`config.mk`:
```
export PLATFORM = sky130hd
export DESIGN_NAME = fp_mac_sequencer
export DESIGN_NICKNAME = d
export VERILOG_FILES = /design/src/rtl/fp_mac_pkg.sv /design/src/rtl/fp_mac_vld_pipe.sv /design/src/rtl/fp_mac_sequencer.sv
export SDC_FILE = /design/constraint.sdc
export NUM_CORES = 1
export LEC_CHECK = 0
export CAP_MARGIN = 10
export CORE_ASPECT_RATIO = 1.25
export CORE_MARGIN = 5
export CORE_UTILIZATION = 45
export DETAILED_ROUTE_END_ITERATION = 8
export PLACE_DENSITY = 0.74
export SLEW_MARGIN = 20
export SYNTH_ARGS = -nofsm -noshare
export SYNTH_HDL_FRONTEND = slang
export SYNTH_SLANG_ARGS = --single-unit
```
`constraint.sdc`:
```
create_clock -name clock -period 4 [get_ports clock]
set_input_delay 0.8 -clock clock [delete_from_list [all_inputs] [get_ports clock]]
set_output_delay 0.8 -clock clock [all_outputs]
set_load 0.03 [all_outputs]
```
`src/rtl/fp_mac_pkg.sv`:
```
// Shared types and constants for the FP MAC sequencer.
// States, default geometry and the exponent value that marks a zero operand.
package fp_mac_pkg;

    localparam int PIPE_DEPTH_DEF = 4;
    localparam int LEN_W_DEF      = 8;

    localparam logic [7:0] EXP_ZERO = 8'h00;

    typedef enum logic [1:0] {
        IDLE  = 2'd0,
        ISSUE = 2'd1,
        DRAIN = 2'd2,
        DONE  = 2'd3
    } state_e;

endpackage

```
`src/rtl/fp_mac_vld_pipe.sv`:
```
// Valid-bit shadow of the MAC datapath: one bit per pipeline stage.
// Tail bit is the accumulator strobe; o_any flags anything still in flight.
module fp_mac_vld_pipe #(
    parameter int DEPTH = 4
) (
    input  logic clock,
    input  logic i_clear,
    input  logic i_vld,
    output logic o_tail,
    output logic o_any
);

    logic [DEPTH-1:0] r_vld;

    always_ff @(posedge clock) begin
        if (i_clear) begin
            r_vld <= '0;
        end else begin
            r_vld[0] <= i_vld;
            for (int i = 1; i < DEPTH; i++) begin
                r_vld[i] <= r_vld[i-1];
            end
        end
    end

    assign o_tail = r_vld[DEPTH-1];
    assign o_any  = |r_vld;

endmodule

```
`src/rtl/fp_mac_sequencer.sv`:
```
// Dot-product command sequencer for the FP MAC pipeline (enables only, no datapath).
// Build option FP_MAC_SEQ_SKIP_ZERO_EN: pairs with a zero exponent are consumed but not issued.
//
// state | meaning
// IDLE  | waiting for a command, cmd_ready high
// ISSUE | streaming operand pairs into the multiplier
// DRAIN | all pairs consumed, waiting for in-flight products to retire
// DONE  | result valid, waiting for res_ready
module fp_mac_sequencer
    import fp_mac_pkg::*;
#(
    parameter int PIPE_DEPTH = PIPE_DEPTH_DEF,
    parameter int LEN_W      = LEN_W_DEF
) (
    input  logic             clock,
    input  logic             resetn,
    input  logic             cmd_valid,
    output logic             cmd_ready,
    input  logic [LEN_W-1:0] cmd_len,
    input  logic             op_valid,
    output logic             op_ready,
    input  logic [7:0]       op_a_ex,
    input  logic [7:0]       op_b_ex,
    output logic             issue,
    output logic             acc_clear,
    output logic             acc_en,
    output logic             res_valid,
    input  logic             res_ready,
    output logic             busy,
    output logic [LEN_W-1:0] issued_cnt
);

    state_e           r_state;
    state_e           w_state_nxt;
    logic [LEN_W-1:0] r_len;
    logic [LEN_W-1:0] r_issued_cnt;
    logic [LEN_W-1:0] r_retired_cnt;
    logic [LEN_W-1:0] w_issued_nxt;
    logic [LEN_W-1:0] w_retired_nxt;
    logic             r_acc_clear;
    logic             r_res_valid;
    logic             r_busy;
    logic             w_accept;
    logic             w_hs;
    logic             w_skip;
    logic             w_tail;
    logic             w_any;
    logic             w_drained;

`ifdef FP_MAC_SEQ_SKIP_ZERO_EN
    assign w_skip = (op_a_ex == EXP_ZERO) || (op_b_ex == EXP_ZERO);
`else
    logic w_unused_ex;
    assign w_unused_ex = ^{op_a_ex, op_b_ex};
    assign w_skip      = 1'b0;
`endif

    assign cmd_ready = resetn && (r_state == IDLE);
    assign op_ready  = resetn && (r_state == ISSUE) && (r_issued_cnt < r_len);
    assign w_accept  = cmd_valid && cmd_ready;
    assign w_hs      = op_valid && op_ready;
    assign issue     = w_hs && !w_skip;

    // Skipped pairs retire in the cycle they are consumed.
    assign w_issued_nxt  = r_issued_cnt + LEN_W'(w_hs);
    assign w_retired_nxt = r_retired_cnt + LEN_W'(w_tail) + LEN_W'(w_hs && w_skip);

    // Look one edge ahead so DONE follows the last strobe directly.
    assign w_drained = (w_retired_nxt == r_len) && (w_tail || !w_any);

    fp_mac_vld_pipe #(
        .DEPTH (PIPE_DEPTH)
    ) u_vld_pipe (
        .clock   (clock),
        .i_clear (!resetn),
        .i_vld   (issue),
        .o_tail  (w_tail),
        .o_any   (w_any)
    );

    always_comb begin
        w_state_nxt = r_state;
        unique case (r_state)
            IDLE:    if (w_accept) w_state_nxt = (cmd_len == '0) ? DRAIN : ISSUE;
            ISSUE:   if (w_issued_nxt == r_len) w_state_nxt = DRAIN;
            DRAIN:   if (w_drained) w_state_nxt = DONE;
            DONE:    if (res_ready) w_state_nxt = IDLE;
            default: w_state_nxt = IDLE;
        endcase
    end

    always_ff @(posedge clock) begin
        if (!resetn) begin
            r_state <= IDLE;
        end else begin
            r_state <= w_state_nxt;
        end
    end

    always_ff @(posedge clock) begin
        if (!resetn) begin
            r_len         <= '0;
            r_issued_cnt  <= '0;
            r_retired_cnt <= '0;
            r_acc_clear   <= 1'b0;
            r_res_valid   <= 1'b0;
            r_busy        <= 1'b0;
        end else begin
            r_acc_clear <= w_accept;
            r_res_valid <= (w_state_nxt == DONE);
            r_busy      <= (w_state_nxt != IDLE);
            if (w_accept) begin
                r_len         <= cmd_len;
                r_issued_cnt  <= '0;
                r_retired_cnt <= '0;
            end else begin
                r_issued_cnt  <= w_issued_nxt;
                r_retired_cnt <= w_retired_nxt;
            end
        end
    end

    assign acc_clear  = r_acc_clear;
    assign acc_en     = w_tail;
    assign res_valid  = r_res_valid;
    assign busy       = r_busy;
    assign issued_cnt = r_issued_cnt;

endmodule

```
==> qor.yml <==
worst_setup_path:
  crit_path_end_kind: "output pin"
  critPathMaxStageDelay_ps: 700
  critPathLaunchType: "flip-flop"
  required_ps: 3200
  rrSetupSlack_ps: 500
  crit_top_cell: "a21o_1"
  crit_path_top_delay_cell: "clkdlybuf4s50_1"
  crit_type: "reg -> out"
  r2r_start: "r_len[1]"
  cp.arrival_ps: 2730
  reg2reg_depth: 15
  worstPathMaxFanout: 4
  crit_path_start: "r_len[1]"
  worstReg2RegEnd: "r_state[0]"
  worstPathCellList: "inv_1 -> ha_1 -> a21o_1 -> a21o_1 -> a21o_1 -> a211o_1 -> a21oi_1 -> clkdlybuf4s50_1"
run:
  maxCapViolations: 0
synthesis:
  ys_ff_latch: 33
  yosysTopAreaCellShare_pct: 37.82
  synth_cell_types: 37
  synth_top_cell_by_area: "dfxtp_1"
  ys_warn_count: 0
  synth_area_leaders: "dfxtp_1, xnor2_1, ha_1"
  syn_inst: 202
  avgSynthCellArea_um2: 8.647
  ys_seq_area_share_pct: 37.82
  synth_area_um2: 1747
  synth-edff-count: 0
  synthArstFlopShare_pct: 0
  synth_ff_type: "dfxtp_1"
  synth_fp_nets: 242
global_routing:
  grt_pass1_vias: 1343
  grt_max_degree: 19
  gr-total-overflow: 0
  antenna_found_initial: 0
  track_usage_pct: 15.44
  grt_pass1_wl_um: 6120
sta:
  rsz0062_at_grt: "no"
  finalSetupTns_ps: 0
  final.min_clock_period_ps: 3530
  slew_viol_final: 0
  max_slew_margin_pct: 68.06
  hold_violations: 0
  holdWs_ps: 462.2
  period_share_pct: 88.25
  fin_skew_ps: 10.03
  clock.fmax_mhz: 283.3
  finalSetupViolations: 0
  worstMarginPinSlew_ps: 479.1
place:
  port_buffers: 27
  gp_congestion: 0.8048
  dp_hpwl_um: 2784
hold_path:
  min_to: "u_vld_pipe.r_vld[3]"
  worstHoldStart: "u_vld_pipe.r_vld[2]"
  min_path_type: "reg -> reg"
  hold_depth: 1
layout:
  nFillCells: 355
  fin_nets: 271
  syn_to_final_growth_pct: 22.99
  drive_gt1_share_pct: 4.310
  seqCellArea_um2: 660.6
  multi_input_area_um2: 1028
  antennaDiodeCount: 0
routing:
  vias: 1401
  route.detailed.drc: 0
  drt_iter0_drc: 52
  wire_per_inst_um: 12.51
  via_per_inst: 4.899
  final_antenna_net_count: 0
  finalWirelength_um: 3577
  first_pass_iters: 5
die:
  rows: 25
  coreArea_um2: 3785
  num_io_pins: 44
  dieHeight_um: 79.66
  initial_utilization_pct: 46.15
  dieArea_um2: 5235
  dieWidth_um: 65.73
outcome:
  status: "complete, no violations"
power:
  powerDensity_nw_per_um2: 328.9
  ir_worst_vdd_mv: 0.2303
  power.leakage_nw: 0.8242
clock_network:
  clock_sinks: 33
  clock_latency_ps: 280
  hold_buffers: 0
  tritoncts: "done"
  root_buffer: "clkbuf_8"
  htree_num_levels: 2
  cts_buffers: 5
  clk_path_buf_depth: 2
  cts_resized: 0
  postCtsSetupBuffers: 0
  clk_pin_slew_ps: 60
-- report_power, final --
group / switching (W) / internal, W / leakage [nW]
clock: 0.000111 / 0.000123 / 0.0395
sequential: 0.0000161 / 0.000341 / 0.268
combinational: 0.0000581 / 0.0000572 / 0.517
-- routing by layer --
layer	track usage [%]	part of all wire (%)	vias up
met4	6.639	1.5	0
met2	24.17	47	25
met5	0	0	-
li1	-	-	737
met1	19.13	47	635
met3	5.070	4.5	4
-- cells by family after synthesis --
group	count (synthesis)	synth area share (%)
AO/OA/AOI/OAI	30	10.96
XOR/XNOR	32	16.05
adder cells (fa/ha/maj)	11	7.880
buffers and inverters	14	3.295
flip-flops	33	37.82
multiplexers	1	0.5731
AND/OR/NAND/NOR	81	23.42
-- worst max-delay path: cells and delay by family, from the launching register on --
kind | cells | cell delay (ps)
adder cells (fa/ha/maj) | 1 | 270
flip-flops | 1 | 420
buffers and inverters | 2 | 770
AO/OA/AOI/OAI | 5 | 1010
-- synth_stat cells (2+ instances only) --
library cell,count
dfxtp_1,33
nand2_1,26
xnor2_1,21
nor2_1,17
ha_1,11
o21ai_0,11
xor2_1,11
nand3_1,9
and2_1,8
inv_1,7
nor3_1,5
a21oi_1,4
buf_2,4
a21o_1,3
clkbuf_1,3
nand2b_1,3
a31oi_1,2
and3_4,2
nand3b_1,2
nor2b_1,2
or4_1,2
-- how the worst max path moves through the flow --
stage	end	slack (ps)	cells past startpoint
6_report	issue	470	8
5_1_grt	r_state[0]	210	15
4_1_cts	issue	440	8
3_5_place_dp	r_state[0]	410	13
3_3_place_gp	res_valid	400	13
2_1_floorplan	r_state[0]	290	14
-- layout make-up --
cell class	instances	area share (%)
well taps	54	3.145
inverters	7	1.223
multi-input cells	155	47.87
clock buffers	8	3.727
repair buffers	29	13.28
flip-flops and latches	33	30.75
-- per-stage QoR --
step	total power (W)	instances	util, %	area [um^2]	setup WS, ps
finish	0.0007066	286	56.76	2148	470.2
global route	0.0007469	286	56.76	2148	210.6
CTS	0.0007168	286	56.76	2148	440.4
detailed placement	0.0004798	278	54.64	2068	405.3
global placement	0.0004784	278	54.64	2068	404.1
floorplan	0.0004399	202	-	1747	290.0
-- layout by cell type, fill, tap and decap left out, types with 2 or more instances in the layout --
| cell | instances |
|---|---|
| nand2_1 | 26 |
| xor2_1 | 11 |
| a21o_1 | 3 |
| nor2_1 | 17 |
| a31oi_1 | 2 |
| nor3_1 | 5 |
| ha_1 | 11 |
| clkbuf_1 | 3 |
| and2_1 | 8 |
| a21oi_1 | 4 |
| nand3_1 | 9 |
| xnor2_1 | 21 |
| clkbuf_8 | 5 |
| and3_4 | 2 |
| inv_1 | 7 |
| dfxtp_1 | 33 |
| nand2b_1 | 3 |
| or4_1 | 2 |
| o21ai_0 | 11 |
| buf_4 | 2 |
| nor2b_1 | 2 |
| nand3b_1 | 2 |
| clkdlybuf4s50_1 | 27 |
-- sequential cells by signal, indices dropped and copies added, names as in the netlist --
signal and flops:
acc_clear 1, issued_cnt 8, res_valid 1, u_vld_pipe.r_vld 4
r_retired_cnt 8, busy 1, r_state 2, r_len 8
Note: power is estimated with default switching activity, not from simulation.
